==> config.mk <==
export PLATFORM = sky130hd
export DESIGN_NAME = move_collector
export DESIGN_NICKNAME = d
export VERILOG_FILES = /design/src/rtl/move_collector.sv
export SDC_FILE = /design/constraint.sdc
export NUM_CORES = 2
export LEC_CHECK = 0
export CORE_MARGIN = 5
export CORE_UTILIZATION = 52
export DETAILED_ROUTE_END_ITERATION = 6
export HOLD_SLACK_MARGIN = 0.1
export PLACE_DENSITY = 0.87
export SYNTH_ARGS = -nofsm -noshare
export SYNTH_HDL_FRONTEND = slang
export SYNTH_SLANG_ARGS = --single-unit
==> constraint.sdc <==
create_clock -name clk -period 21 [get_ports clk]
set_clock_uncertainty 0.1 [all_clocks]
set_input_delay 3.15 -clock clk [delete_from_list [all_inputs] [get_ports clk]]
set_output_delay 3.15 -clock clk [all_outputs]
set_load 0.02 [all_outputs]
==> src/rtl/move_collector.sv <==
// Move collector: scans a 16-slot move snapshot into an output FIFO.
// Optional MOVE_CAPTURE_FIRST_EN: two passes, capturing moves first.
module move_collector #(
   parameter int FIFO_DEPTH = 4
) (
   input  logic         clk,
   input  logic         reset,
   input  logic         start,
   input  logic [511:0] moves_in,
   output logic [31:0]  move_out,
   output logic         move_valid,
   input  logic         move_ready,
   output logic         busy,
   output logic         done,
   output logic [4:0]   move_count
);

   localparam int AW = (FIFO_DEPTH > 1) ? $clog2(FIFO_DEPTH) : 1;
   localparam logic [AW:0] DEPTH_C = (AW+1)'(FIFO_DEPTH);

   typedef enum logic [1:0] {IDLE, SCAN, DRAIN, DONE} state_e;

   state_e        state_q, state_d;
   logic [511:0]  snap_q, snap_d;
   logic [3:0]    idx_q, idx_d;
   logic [4:0]    cnt_q, cnt_d;
   logic [31:0]   mem_q [FIFO_DEPTH];
   logic [AW-1:0] wr_q, rd_q;
   logic [AW:0]   occ_q;
   logic [31:0]   slot_w;
   logic          qual, full, push, pop, last;

`ifdef MOVE_CAPTURE_FIRST_EN
   logic          pass_q, pass_d;

   // pass 0 takes captures (piece field set), pass 1 takes quiet moves
   assign qual = (slot_w != 32'h0) &&
                 (pass_q ? (slot_w[29:24] == 6'h0)
                         : (slot_w[29:24] != 6'h0));
   assign last = pass_q && (idx_q == 4'd15);
`else
   assign qual = (slot_w != 32'h0);
   assign last = (idx_q == 4'd15);
`endif

   assign slot_w     = snap_q[{idx_q, 5'b0} +: 32];
   assign full       = (occ_q == DEPTH_C);
   assign move_valid = (occ_q != '0);
   assign pop        = move_valid && move_ready;
   assign move_out   = move_valid ? mem_q[rd_q] : 32'h0;
   assign busy       = (state_q == SCAN) || (state_q == DRAIN);
   assign done       = (state_q == DONE);
   assign move_count = cnt_q;

   always_comb begin
      state_d = state_q;
      snap_d  = snap_q;
      idx_d   = idx_q;
      cnt_d   = cnt_q;
      push    = 1'b0;
`ifdef MOVE_CAPTURE_FIRST_EN
      pass_d  = pass_q;
`endif
      unique case (state_q)
         IDLE: begin
            if (start) begin
               state_d = SCAN;
               snap_d  = moves_in;
               idx_d   = 4'd0;
               cnt_d   = 5'd0;
`ifdef MOVE_CAPTURE_FIRST_EN
               pass_d  = 1'b0;
`endif
            end
         end
         SCAN: begin
            if (!(qual && full)) begin
               push  = qual;
               idx_d = idx_q + 4'd1;
               if (qual) cnt_d = cnt_q + 5'd1;
               if (last) state_d = DRAIN;
`ifdef MOVE_CAPTURE_FIRST_EN
               if (idx_q == 4'd15) pass_d = 1'b1;
`endif
            end
         end
         DRAIN: begin
            if (occ_q == '0) state_d = DONE;
         end
         DONE: begin
            state_d = IDLE;
         end
         default: begin
            state_d = IDLE;
         end
      endcase
   end

   always_ff @(posedge clk or posedge reset) begin
      if (reset) begin
         state_q <= IDLE;
         snap_q  <= '0;
         idx_q   <= '0;
         cnt_q   <= '0;
`ifdef MOVE_CAPTURE_FIRST_EN
         pass_q  <= 1'b0;
`endif
      end else begin
         state_q <= state_d;
         snap_q  <= snap_d;
         idx_q   <= idx_d;
         cnt_q   <= cnt_d;
`ifdef MOVE_CAPTURE_FIRST_EN
         pass_q  <= pass_d;
`endif
      end
   end

   always_ff @(posedge clk or posedge reset) begin
      if (reset) begin
         wr_q  <= '0;
         rd_q  <= '0;
         occ_q <= '0;
      end else begin
         wr_q  <= wr_q + AW'(push);
         rd_q  <= rd_q + AW'(pop);
         occ_q <= occ_q + (AW+1)'(push) - (AW+1)'(pop);
      end
   end

   always_ff @(posedge clk) begin
      if (push) mem_q[wr_q] <= slot_w;
   end

endmodule

Yosys cells after proc, flatten, opt, wreduce, memory -nomap -nowiden:

Memory sizes are Yosys's and may differ from the RTL's.
Cells that the tools add are included.

* memory bits (writable): 128
* memories: 1
* logic and storage cells: 54
* flip-flop bits (word level): 530

Memories
* mem_q: words 4, width 32, read ports 1, clocked after Yosys merged registers in 0, wr ports 1, RTL line 27 `logic [31:0] mem_q [FIFO_DEPTH];`

* equal/unequal tests: 10
* multiplexer cells: 17
* $add $sub $neg: 6
* reduce and logical (&&, ||, !) cells: 12
* shift-type cells: 1

Operator list (number)
* 512-bit by 10-bit indexed part select with 32-bit output: 1
* 32-bit two-way mux: 1
* 32-bit nonzero test: 1
* 5-bit two-way mux: 3
* 5-bit one-hot mux with 2 select lines: 1
* 2-bit two-way mux: 4
* 4-bit two-way mux: 2
* 2-bit != test (second input constant): 4
* 2-bit one-hot mux with 4 select lines: 1
* 4-bit one-hot mux with 2 select lines: 1
* 4-bit AND reduction: 2
* 5-bit by 1-bit adder with 5-bit output (second input constant): 1
* 2-bit by 1-bit adder with 2-bit output: 2
* 4-bit by 1-bit adder with 4-bit output (second input constant): 1
* 2-bit == test (second input constant): 2
* 4-bit == test (second input constant): 1
* 1-bit two-way mux: 4
* 3-bit by 1-bit adder with 3-bit output: 1
* 3-bit == test (second input constant): 1
* 3-bit zero test: 1
* 3-bit AND reduction: 1
* 3-bit nonzero test: 1
* 3-bit by 1-bit subtractor with 3-bit output: 1
* 2-bit by 1-bit == test with 1-bit output (second input constant): 1
* other kinds (6): 7

Logic depth before layout (Yosys ltp):

* word-level depth: 7
* depth in mapped cells: 19

Least setup slack after synthesis:

No wires, ideal clock.

* kind: reg2reg
* start: register idx_q[0]
* end: memory mem_q[1][0] (enable)
* arrival: 4.830 ns
* path buffers: 5
* stages on the path, launching flop included: 14
* path slack: 15.602 ns
* cells stage by stage: dfrtp_1 buf_6 buf_6 buf_4 buf_4 mux2i_1 a221o_1 o22ai_1 nor4_1 nand4_2 o21ba_1 buf_6 nand2_4 nor3b_1

* cells in the longest elaborated chain, start to end: 7

Ends and longest elaborated chain
* start: declaration: RTL line 25 `logic [3:0] idx_q, idx_d;`
* start signal: assignment: RTL line 111 `idx_q <= idx_d;`
* 512-bit by 10-bit indexed part select with 32-bit output *: RTL line 46 `assign slot_w = snap_q[{idx_q, 5'b0} +: 32];`
* net slot_w[14]: RTL line 30 `logic [31:0] slot_w;`
* 32-bit nonzero test *: RTL line 42 `assign qual = (slot_w != 32'h0);`
* 1-bit logical AND: RTL line 77 `if (!(qual && full)) begin`
* 1-bit two-way mux *: RTL line 77
* 1-bit two-way mux *: RTL line 64 `unique case (state_q)`
* 1-bit two-way mux *: RTL line 132 `if (push) mem_q[wr_q] <= slot_w;`
* 1-bit two-way mux (not written as such) *: RTL line 132
* end: declaration: RTL line 27

Mark *: on every way through the listed nets, which the timed path passes. The rest lies on a longest branch.

Worst setup path after layout:

* start: input port start
* end: register snap_q[47]

* cells in the longest elaborated chain, start to end: 1

Ends and longest elaborated chain
* start: declaration: RTL line 8 `input logic start,`
* 2-bit AND reduction (no source line)
* end signal: assignment: RTL line 110 `snap_q <= snap_d;`
* end: declaration: RTL line 24 `logic [511:0] snap_q, snap_d;`

No other way between the ends.
A chain may end at the register's enable or synchronous reset.

==> metrics.md <==
| Metric | Value |
|---|---|
| Worst setup SP type | input pin |
| Most frequent cells in the layout | clkdlybuf4s50_1 (555), mux2_2 (525), dfrtp_1 (525) |
| Crit path time final | about 6.5 ns |
| Pins over their slew limit | 0 |
| Register area share after synthesis | 0.5901 |
| Required @ worst endpoint | 21.38 ns |
| Fin. Hold Viols | 0 |
| Total negative slack | 0 ns |
| RSZ-0062 raised after global routing | false |
| Via count | 17,880 |
| I/O pin count | 556 |
| Syn avg cell area | 16.80 um^2 |
| DRC | 0 |
| Row count | 86 |
| Area growth from synthesis to layout | 29.87% |
| Least-Margin Pin Slew | 1.278 ns |
| PortBufs | 555 |
| Post-Syn Instances | around 1,700 |
| Num CTS Buffers | 70 |
| EDFF count, synth | 128 |
| Worst skew pair latency | 0.60 ns |
| Root Driver | clkbuf_16 |
| Post-Syn Nets | 2,253 |
| ANT nets after route | 0 |
| Share of cells above drive strength 1 | 0.3601 |
| Initial Util | 0.5252 |
| Wire per inst | 27.17 um |
| Placer congestion estimate | 0.8725 |
| Horiz. Die Dim | ~250 um |
| Quantity of gates resized following cts | 0 |
| Highest net fanout along the worst path | 88 |
| Final net count | approximately 2,800 |
| Vias in the first global route | about 20,000 |
| Worst hold path class | reg -> reg |
| Clock sinks | 658 |
| Largest net degree at the start of global routing | 196 |
| CTS tree | built |
| PD cells | 154.1 nW/um^2 |
| CTS H-tree lvls | 3 |
| Post-synth ARST share | 0.8055 |
| Core area | 55,200 um^2 |
| Slew headroom | 0.1483 |
| Yosys warns | 0 |
| Commonest non-fill, non-tap cell in the layout | clkdlybuf4s50_1 |
| Die area | ~61,000 um^2 |
| First-pass GRT wire length | 124.5 mm |
| DPL Wire Length | 61.33 mm |
| Synthesized area | 28,990 um^2 |
| Number of max-cap violations | 0 |
| Synth Flop Type | dfrtp_1 |
| 1st-iter DRT viols | 1,290 |
| Lkg Pwr | 15.07 nW |
| Worst VDD drop | 0.1001 mV |
| Total track usage | 0.2759 |
| Final setup fails | 0 |
| Critical path class | in -> reg |
| CP Capture Type | register |
| Yosys cell types | 58 |
| Clock buffer depth | 3 |
| Pre-antenna DRT Iters | 5 |
| Initial antenna violation count | 47 |
| Total setup buffers inserted after CTS | 0 |
| Gr ovfl total | 0 |
| Outcome | finished clean |
| CTS clk-pin slew, worst paths | 0.06 ns |
| Post-DR vias/cell | 5.768 |
| Crit path DAT | 6.89 ns |
| Hold_ws | between 0.3 and 0.4 ns |
| Routed WL | 84.19 mm |
| Tcrit/Tclk final | 0.3100 |
| Post-CTS Hold Buffers | 0 |
| Final Util | 0.6820 |
| Synth Register Bits | between 600 and 700 |
| Achievable Freq | 153.6 MHz |
| Tot Pwr | 5.801 mW |
| Die H | 246.1 um |
## worst paths after layout
kind                                              start                      end  slack, ns  cells past startpoint
worst min-delay path            snap_q[417]$_DFFE_PP0P_  snap_q[417]$_DFFE_PP0P_       0.40                      1
worst min register to register  snap_q[417]$_DFFE_PP0P_  snap_q[417]$_DFFE_PP0P_       0.40                      1
max in group asynchronous                         reset  snap_q[418]$_DFFE_PP0P_      14.65                      5
min in group asynchronous                         reset  snap_q[215]$_DFFE_PP0P_       3.00                      2
worst max-delay path                              start   snap_q[47]$_DFFE_PP0P_      14.49                      5
worst max register to register     idx_q[0]$_DFFE_PP0P_       occ_q[2]$_DFF_PP0_      14.64                     16
## metrics by stage
step           instance area, um^2  setup slack (ns)  std cells
3_3_place_gp                 35170             14.01       2940
2_1_floorplan                28990             2.940       1726
5_1_grt                      37630             14.06       3092
6_report                     37650             14.49       3099
3_5_place_dp                 35170             13.90       2940
4_1_cts                      37570             14.53       3067
## worst max-delay path, stage by stage
cell,delay (ns)
clkdlybuf4s50_1,0.52
nand2_4,0.75
buf_4,0.92
buf_4,0.96
mux2_2,0.43
## cells by family after synthesis
family	after synthesis	synth area share
muxes	742	0.3451
and+or+nand+nor	136	0.02641
AOI/OAI and AO/OA	51	0.01200
buffers and inverters	124	0.02024
xor gates and xnor gates	4	0.001209
DFF	658	0.5901
adders and majority gates	11	0.005007
## synth_stat cells (10+ instances only)
master    number  area (um^2)
mux4_2       153         3446
edfxtp_1     128         3844
dfrtp_1      530        13260
nand2_1       13        48.80
a21oi_1       15        75.07
buf_2         12        60.06
buf_1         10        37.54
and2_1        35        219.0
mux2i_1       63        630.6
nor2_1        28        105.1
mux2_2       525         5912
nand3_1       15        75.07
ha_1          10        125.1
clkbuf_1      77        289.0
## metal layers
| layer | up-vias | GRT usage | routed length (um) |
|---|---|---|---|
| met2 | 663 | 0.4647 | 43410 |
| li1 | 7652 | - | - |
| met1 | 9333 | 0.3403 | 31210 |
| met3 | 200 | 0.07854 | 6072 |
| met4 | 28 | 0.1083 | 3323 |
| met5 | - | 0 | 183 |
## layout make-up
cell class / count / area (um^2)
flip-flops and latches: 658 / 17120
well taps: 748 / 935.9
multi-input cells: 944 / 11320
diodes: 32 / 80.08
repair buffers: 579 / 5748
clock inverters: 24 / 250.2
inverters: 11 / 48.80
clock buffers: 103 / 2148
fillers: 3605 / 17550
## power by group
part	internal [mW]	switching (mW)
registers	1.96	0.322
clock network	0.762	0.508
logic	1.21	1.04
total	3.93	1.87
## sequential cells by signal, summed over array words and instances (netlist names)
register,flops
idx_q,4
mem_q,128
state_q,2
wr_q,2
occ_q,3
snap_q,512
move_count,5
rd_q,2
No activity file was read; power rests on OpenSTA's default activity.
